File: src/rtl/fpu_op_sequencer.sv
// Feeds a batch of operand pairs from a synchronous operand store into an FP ALU,
// one operation in flight at a time, and forwards each result tagged with its store index.
module fpu_op_sequencer #(
  parameter int IDX_W = 4,
  parameter int TO_W  = 5
) (
  input  logic             clk,
  input  logic             rst_n,
  input  logic             start,
  input  logic [IDX_W-1:0] first_idx,
  input  logic [IDX_W-1:0] num_ops,
  input  logic [1:0]       op_sel,
  output logic [IDX_W-1:0] rom_addr,
  input  logic [31:0]      rom_a,
  input  logic [31:0]      rom_b,
  output logic [31:0]      alu_a,
  output logic [31:0]      alu_b,
  output logic [1:0]       alu_op,
  output logic             alu_valid,
  input  logic             alu_ready,
  input  logic             alu_res_valid,
  input  logic [31:0]      alu_res,
  output logic             res_valid,
  output logic [31:0]      res_data,
  output logic [IDX_W-1:0] res_idx,
  output logic             busy,
  output logic             done,
  output logic             timeout_err
);

  localparam logic [2:0] S_IDLE  = 3'd0;
  localparam logic [2:0] S_FETCH = 3'd1;
  localparam logic [2:0] S_LOAD  = 3'd2;
  localparam logic [2:0] S_ISSUE = 3'd3;
  localparam logic [2:0] S_WAIT  = 3'd4;
  localparam logic [2:0] S_DONE  = 3'd5;

  // Watchdog value whose increment reaches the all-ones terminal count.
  localparam logic [TO_W-1:0] WD_LAST = {{(TO_W-1){1'b1}}, 1'b0};
  localparam logic [TO_W-1:0] WD_TERM = {TO_W{1'b1}};

  logic [2:0]       state_q, state_d;
  logic             start_prev_q, start_prev_d;
  logic [IDX_W-1:0] cur_q, cur_d;
  logic [IDX_W-1:0] rem_q, rem_d;
  logic [1:0]       op_q, op_d;
  logic [31:0]      alu_a_q, alu_a_d;
  logic [31:0]      alu_b_q, alu_b_d;
  logic             alu_valid_q, alu_valid_d;
  logic             res_valid_q, res_valid_d;
  logic [31:0]      res_data_q, res_data_d;
  logic [IDX_W-1:0] res_idx_q, res_idx_d;
  logic [TO_W-1:0]  wd_q, wd_d;
  logic             timeout_q, timeout_d;
  logic             accept;

  assign accept = start && !start_prev_q && ((state_q == S_IDLE) || (state_q == S_DONE));

  always_comb begin
    state_d      = state_q;
    start_prev_d = start;
    cur_d        = cur_q;
    rem_d        = rem_q;
    op_d         = op_q;
    alu_a_d      = alu_a_q;
    alu_b_d      = alu_b_q;
    alu_valid_d  = alu_valid_q;
    res_valid_d  = 1'b0;
    res_data_d   = res_data_q;
    res_idx_d    = res_idx_q;
    wd_d         = wd_q;
    timeout_d    = timeout_q;

    case (state_q)
      S_IDLE, S_DONE: begin
        if (accept) begin
          cur_d     = first_idx;
          rem_d     = num_ops;
          op_d      = op_sel;
          timeout_d = 1'b0;
          state_d   = S_FETCH;
        end
      end
      S_FETCH: state_d = S_LOAD;
      S_LOAD: begin
        alu_a_d     = rom_a;
        alu_b_d     = rom_b;
        alu_valid_d = 1'b1;
        state_d     = S_ISSUE;
      end
      S_ISSUE: begin
        if (alu_ready) begin
          alu_valid_d = 1'b0;
          wd_d        = '0;
          state_d     = S_WAIT;
        end
      end
      S_WAIT: begin
        // A result arriving on the terminal-count cycle takes priority over the timeout.
        if (alu_res_valid) begin
          res_valid_d = 1'b1;
          res_data_d  = alu_res;
          res_idx_d   = cur_q;
          if (rem_q == '0) begin
            state_d = S_DONE;
          end else begin
            cur_d   = cur_q + 1'b1;
            rem_d   = rem_q - 1'b1;
            state_d = S_FETCH;
          end
        end else if (wd_q == WD_LAST) begin
          wd_d      = WD_TERM;
          timeout_d = 1'b1;
          state_d   = S_DONE;
        end else begin
          wd_d = wd_q + 1'b1;
        end
      end
      default: state_d = S_IDLE;
    endcase
  end

  always_ff @(posedge clk or negedge rst_n) begin
    if (!rst_n) begin
      state_q      <= S_IDLE;
      start_prev_q <= 1'b0;
      cur_q        <= '0;
      rem_q        <= '0;
      op_q         <= '0;
      alu_a_q      <= '0;
      alu_b_q      <= '0;
      alu_valid_q  <= 1'b0;
      res_valid_q  <= 1'b0;
      res_data_q   <= '0;
      res_idx_q    <= '0;
      wd_q         <= '0;
      timeout_q    <= 1'b0;
    end else begin
      state_q      <= state_d;
      start_prev_q <= start_prev_d;
      cur_q        <= cur_d;
      rem_q        <= rem_d;
      op_q         <= op_d;
      alu_a_q      <= alu_a_d;
      alu_b_q      <= alu_b_d;
      alu_valid_q  <= alu_valid_d;
      res_valid_q  <= res_valid_d;
      res_data_q   <= res_data_d;
      res_idx_q    <= res_idx_d;
      wd_q         <= wd_d;
      timeout_q    <= timeout_d;
    end
  end

  assign rom_addr    = cur_q;
  assign alu_a       = alu_a_q;
  assign alu_b       = alu_b_q;
  assign alu_op      = op_q;
  assign alu_valid   = alu_valid_q;
  assign res_valid   = res_valid_q;
  assign res_data    = res_data_q;
  assign res_idx     = res_idx_q;
  assign busy        = (state_q != S_IDLE) && (state_q != S_DONE);
  assign done        = (state_q == S_DONE);
  assign timeout_err = timeout_q;

endmodule

File: config.mk
export PLATFORM = sky130hd
export DESIGN_NAME = fpu_op_sequencer
export DESIGN_NICKNAME = d
export VERILOG_FILES = /design/src/rtl/fpu_op_sequencer.sv
export SDC_FILE = /design/constraint.sdc
export NUM_CORES = 1
export LEC_CHECK = 0
export ABC_AREA = 0
export ABC_CLOCK_PERIOD_IN_PS = 5800
export BUFFER_PORTS_ARGS = -buffer_cell sky130_fd_sc_hd__clkbuf_2
export CORE_MARGIN = 2
export CORE_UTILIZATION = 35
export CTS_BUF_LIST = sky130_fd_sc_hd__clkbuf_16
export DETAILED_ROUTE_END_ITERATION = 10
export PLACE_DENSITY = 0.6
export SYNTH_ARGS = -nofsm -noshare
export SYNTH_HDL_FRONTEND = slang
export SYNTH_SLANG_ARGS = --single-unit
File: constraint.sdc
create_clock -name clk -period 5.8 [get_ports clk]
set_input_delay 1.16 -clock clk [delete_from_list [all_inputs] [get_ports clk]]
set_output_delay 1.16 -clock clk [all_outputs]
set_load 0.03 [all_outputs]
==> run metrics, run 1 <==
number of synthesized register bits 122; worst-case clock buffer depth 2; worst hold path startpoint alu_valid; number of stages on the worst hold path 1; htree depth 4; layout overhead on the synthesized area 36.74%; post-synthesis average cell area about 14 um2; Final period util 0.4999; share of synthesized flip-flops with an asynchronous set or reset 1.000; number of I/O port buffers about 220; crit end category flip-flop; TritonCTS clock tree yes; hold crit path type flip-flop to flip-flop; number of unique standard cell types used by synthesis 43; predominant post-synthesis flop cell sky130_fd_sc_hd__dfrtp_1; setup TNS 0 ns; residual DRC count 0; Hold-fix buffers, CTS 0; CTS sink count approximately 120; Num CTS Buffers 17; Non-Filler Cell Area, Final ~6800 um2; total iterations of the first detailed-routing run 4; leading area contributor after synthesis sky130_fd_sc_hd__dfrtp_1; Cell Rows 43; run status finished clean; Mapped Nets between 400 and 500; worst stage delay on the critical path approximately 0.96 ns; Die X 123.0 um; sequential area share after synthesis 0.6165; Detail Route Antenna Nets 0; Critical Path AT 3.19 ns; commonest cells in the synthesized netlist sky130_fd_sc_hd__dfrtp_1 (122), sky130_fd_sc_hd__mux2_2 (104), sky130_fd_sc_hd__buf_2 (14), sky130_fd_sc_hd__nand2_1 (13), sky130_fd_sc_hd__o21ai_0 (12); final weighted congestion of routability-driven global placement approximately 0.82; Synth area leaders sky130_fd_sc_hd__dfrtp_1 (62%), sky130_fd_sc_hd__mux2_2 (24%), sky130_fd_sc_hd__buf_2 (1.4%), sky130_fd_sc_hd__o21ai_0 (1.2%), sky130_fd_sc_hd__a21oi_1 (1.0%); highest clock frequency the design can meet roughly 340 MHz; source of the worst register-to-register timing path state_q[0]; capture endpoint of the worst hold path alu_valid; kind of launch point of the worst setup path flip-flop; floorplan die area 15120 um2; Worst slew margin 0.2623; die height 123.0 um; ratio of routed vias to standard cells around 4.7; GRT Overall Usage 0.1505; detailed-route wire length between 10 and 15 mm; maximum number of pins on one net before global-route repair ~80; via count of the first global-routing pass about 3500; worst-margin pin slew about 1.1 ns; post-placement cell area roughly 6200 um2; mean routed wirelength per cell around 15 um; floorplan core area approximately 14000 um2; antenna violations before repair 0; data required time at the worst endpoint between 6 and 7 ns; HPWL after detailed placement 8.400 mm; initial DRC count roughly 190; aggregate global routing overflow 0; clock latency of the later-clocked register in the worst-skew pair around 0.41 ns; worst setup path category flip-flop to flip-flop; fraction of final layout cells sized beyond drive strength 1 0.6315; number of enable flip-flop cells after synthesis 0; share of the synthesized area in the top cell type 0.6165; first-pass GRT wire length ~17 mm; setup skew after layout roughly 0.0063 ns; Clock transition at path regs approximately 0.050 ns; r2r setup slk about 2.9 ns; number of warnings issued by yosys 0; Tmin final ~2.9 ns; Peak supply drop ~330 uV; leakage power of the design between 3 and 4 nW; count of max-cap constraint violations 0; number of failing setup endpoints in the final timing report 0; r2r worst-path depth 3; most instantiated library cell after synthesis sky130_fd_sc_hd__dfrtp_1; RSZ-0062 raised after global routing false; initial standard-cell utilization of the core 0.3582; post-synthesis cell area 4952 um2; ANT cells 0; number of hold violations in the final report 0; Syn Inst Count around 340; number of nets in the layout a little under 700; count of buffer and inverter cells on the critical path 0; number of gates given a new drive strength after cts 0; root buffer selected by CTS sky130_fd_sc_hd__clkbuf_16; final-layout fill cell count 1256; critical path cell sequence nor3b_1 > and2_2 > mux2_2; Reg2Reg Capture Point res_data[24]; peak fanout along the critical path 37; Pwr per Cell Area roughly 650 nW/um2; critical path's slowest cell sky130_fd_sc_hd__nor3b_1; number of ports placed on the die boundary 222; fin. max-slew vios 0; vias after detailed routing about 3500; setup repair bufs after CTS 0; CP top delay family simple AND/OR/NAND/NOR gates
flip-flops by register name, indices dropped and copies added, names as in the netlist:
register	cells
alu_b	32
wd_q	5
timeout_err	1
res_valid	1
alu_op	2
state_q	3
rem_q	4
alu_valid	1
alu_a	32
rom_addr	4
start_prev_q	1
res_data	32
res_idx	4
worst max-delay path by stage:
stage | startpoint | endpoint | slack [ns] | cells after the start
after floorplan | alu_res_valid | state_q[0] | 3.46 | 3
after global placement | state_q[0] | res_data[24] | 3.00 | 3
after detailed placement | state_q[0] | res_data[24] | 2.86 | 3
after CTS | state_q[0] | res_data[24] | 2.87 | 3
after global routing | state_q[0] | res_data[26] | 2.63 | 3
final | state_q[0] | res_data[24] | 2.90 | 3
per-layer routing:
metal | wire length (um) | GRT usage | up-vias | part of all wire
met2 | 5647 | 0.2441 | 134 | 0.49
met1 | 4743 | 0.1804 | 1726 | 0.41
li1 | - | - | 1670 | -
met5 | 0 | 0 | - | 0
met4 | 178 | 0.06106 | 0 | 0.016
met3 | 878 | 0.05673 | 15 | 0.077
placed cells by master (no fill, tap or decap), types with 2 or more instances in the layout:
cell type	instances
sky130_fd_sc_hd__clkinv_2	4
sky130_fd_sc_hd__bufinv_16	3
sky130_fd_sc_hd__nand2_1	13
sky130_fd_sc_hd__a21oi_1	10
sky130_fd_sc_hd__a22o_2	4
sky130_fd_sc_hd__o21ai_0	12
sky130_fd_sc_hd__a21o_1	2
sky130_fd_sc_hd__dfrtp_1	122
sky130_fd_sc_hd__clkbuf_2	220
sky130_fd_sc_hd__o31ai_1	2
sky130_fd_sc_hd__mux2_2	104
sky130_fd_sc_hd__ha_1	4
sky130_fd_sc_hd__mux2_4	2
sky130_fd_sc_hd__buf_4	3
sky130_fd_sc_hd__nand2b_1	3
sky130_fd_sc_hd__nand3_1	7
sky130_fd_sc_hd__nor2_1	5
sky130_fd_sc_hd__clkbuf_16	17
sky130_fd_sc_hd__clkinv_1	3
sky130_fd_sc_hd__inv_1	10
stage by stage:
step                setup slack (ns)  hold slack (ns)  std cells    util  power (mW)
floorplan                      3.463           0.4930        343       -       2.843
global placement               2.999           0.4669        727  0.4488       3.383
detailed placement             2.862           0.4658        727  0.4488       3.425
CTS                            2.869           0.4857        758  0.4897       4.453
global route                   2.626           0.5062        758  0.4897       4.650
finish                         2.901           0.4825        758  0.4897       4.399
power breakdown:
part / switching (mW) / internal [mW]
registers: 0.231 / 1.24
clock network: 0.352 / 0.658
logic: 1.20 / 0.716
total: 1.78 / 2.61
layout make-up:
class / instances / area (um2) / share of cell area
sequential: 122 / 3053 / 0.4509
multi-input combinational: 195 / 1778 / 0.2626
timing repair buffer: 223 / 1124 / 0.1659
clock buffer: 17 / 425.4 / 0.06282
tap: 180 / 225.2 / 0.03326
clock inverter: 14 / 140.1 / 0.02069
inverter: 7 / 26.28 / 0.003880
kinds of logic after synthesis:
group / count (synthesis) / share of synthesized area
flops: 122 / 0.6165
simple gates: 41 / 0.04371
fa+ha+maj: 4 / 0.01011
compound gates: 43 / 0.05912
buf+inv: 26 / 0.02628
mux: 106 / 0.2425
xor+xnor: 1 / 0.001769
Power figures use the tool's default switching activity.
==> inputs of run 2 (changes only) <==
ABC_CLOCK_PERIOD_IN_PS = 3000   (was 5800)
clock period = 3 ns   (was 5.8 ns; I/O delays follow)
==> run 2 against run 1 <==
  * Sequential share of layout area decreased by 0.75 points
  * Combinational power increased by 94%
  * Sequential cell count unchanged
  * Clock skew decreased by 0.0029 ns
  * Clock power increased by 110%
==> run metrics, run 2 (same netlist as run 1, synthesis figures left out) <==
run status finished clean; TritonCTS clock tree yes; leakage power of the design between 3 and 4 nW; hold crit path type input pin to asynchronous set/reset pin; ratio of routed vias to standard cells between 4 and 5; Cell Rows 43; commonest non-fill, non-tap cells in the layout sky130_fd_sc_hd__clkbuf_2 (220), sky130_fd_sc_hd__dfrtp_1 (122), sky130_fd_sc_hd__mux2_2 (104); peak fanout along the critical path 13; setup TNS 0 ns; Reg2Reg Capture Point rem_q[1]; highest clock frequency the design can meet approximately 450 MHz; number of gates given a new drive strength after cts 0; root buffer selected by CTS sky130_fd_sc_hd__clkbuf_16; layout overhead on the synthesized area 39.03%; Peak supply drop ~540 uV; number of nets in the layout between 600 and 700; r2r worst-path depth 4; CTS sink count ~120; worst hold slack after final layout just under 0.06 ns; source of the worst register-to-register timing path state_q[0]; number of hold violations in the final report 0; Num CTS Buffers 17; die height roughly 120 um; Pwr per Cell Area 1266 nW/um2; ANT cells 0; detailed-route wire length around 12 mm; RSZ-0062 raised after global routing false; final weighted congestion of routability-driven global placement just over 0.8; fraction of final layout cells sized beyond drive strength 1 0.6415; count of max-cap constraint violations 0; Non-Filler Cell Area, Final ~6900 um2; Net Switching roughly 3.5 mW; GRT Overall Usage 0.1527; critical path cell sequence inv_1 > and3_1 > clkbuf_2; mean routed wirelength per cell 15.25 um; initial standard-cell utilization of the core 0.3582; maximum number of pins on one net before global-route repair 66; aggregate global routing overflow 0; share of total power in combinational logic 0.427; HPWL after detailed placement 8.676 mm; Detail Route Antenna Nets 0; total iterations of the first detailed-routing run 4; setup skew after layout about 0.0034 ns; Hold-fix buffers, CTS 0; Critical Path AT roughly 1.6 ns; antenna violations before repair 0; worst-case clock buffer depth 2; Worst slew margin 0.4897; worst-margin pin slew between 0.7 and 0.8 ns; Net Sw Frac 0.4044; vias after detailed routing 3583; fin. max-slew vios 0; number of failing setup endpoints in the final timing report 0; Clock transition at path regs about 0.060 ns; post-placement cell area between 6000 and 7000 um2; worst setup path category flip-flop to output port; data required time at the worst endpoint ~2.4 ns; clock network power share 0.245; Overall Power 8.716 mW; number of ports placed on the die boundary 222; kind of launch point of the worst setup path flip-flop; floorplan core area approximately 14000 um2; count of buffer and inverter cells on the critical path 2; crit end category output port; clock latency of the later-clocked register in the worst-skew pair 0.40 ns; floorplan die area roughly 15000 um2; htree depth 4; Final period util 0.7333; critical path's slowest cell sky130_fd_sc_hd__dfrtp_1; cell internal power dissipation 5.191 mW; number of I/O port buffers around 220; Reg power frac 0.328; residual DRC count 0; CP top delay family flip-flops; most common cell after layout, fill and taps aside sky130_fd_sc_hd__clkbuf_2; via count of the first global-routing pass between 3000 and 4000; initial DRC count 191; Tmin final roughly 2.2 ns; setup repair bufs after CTS 0; Die X between 100 and 150 um; r2r setup slk about 0.88 ns; first-pass GRT wire length about 17 mm; worst stage delay on the critical path between 0.5 and 0.6 ns
run 2: stage by stage:
stage	std cells	setup slack (ns)	util
floorplan	343	1.031	-
detailed placement	731	0.8951	0.4528
finish	763	0.8000	0.4980
CTS	763	0.7909	0.4980
global placement	731	0.9633	0.4528
global route	763	0.7165	0.4980
run 2: final cells by class:
class / instances / area [um2]
Fill cell: 1220 / 6942
Sequential cell: 122 / 3053
Multi-Input combinational cell: 195 / 1778
Timing Repair Buffer: 227 / 1179
Clock buffer: 17 / 425.4
Tap cell: 180 / 225.2
Clock inverter: 15 / 198.9
Inverter: 7 / 26.28
run 2: routing by layer:
metal / global-route usage / wire length, um
met2: 0.2459 / 5827
met4: 0.06466 / 178
met3: 0.05212 / 937
met1: 0.1866 / 4694
met5: 0 / 0
run 2: power by group through the flow:
stage                     registers, mW  clock network, mW  logic (mW)
after floorplan                    4.17                  0        1.33
after global placement             2.85                  0        3.72
after detailed placement           2.89                  0        3.78
after CTS                          2.87               2.19        3.78
after global routing               2.97               2.27        3.97
final                              2.86               2.14        3.72
run 2: worst max-delay path by stage:
stage / start / cells after the start / endpoint / slack [ns]
3_5_place_dp: state_q[0] / 4 / rem_q[1] / 0.90
2_1_floorplan: rem_q[0] / 8 / rem_q[1] / 1.03
5_1_grt: state_q[0] / 4 / rem_q[1] / 0.72
4_1_cts: state_q[1] / 3 / done / 0.79
3_3_place_gp: state_q[0] / 5 / res_data[12] / 0.96
6_report: state_q[1] / 3 / done / 0.80
run 2: worst register-to-register path: stages, from the launching register on:
cell                      delay (ns)
sky130_fd_sc_hd__dfrtp_1        0.53
sky130_fd_sc_hd__or2_2          0.37
sky130_fd_sc_hd__a21oi_1        0.35
sky130_fd_sc_hd__o21a_1         0.41
sky130_fd_sc_hd__mux2_4         0.34
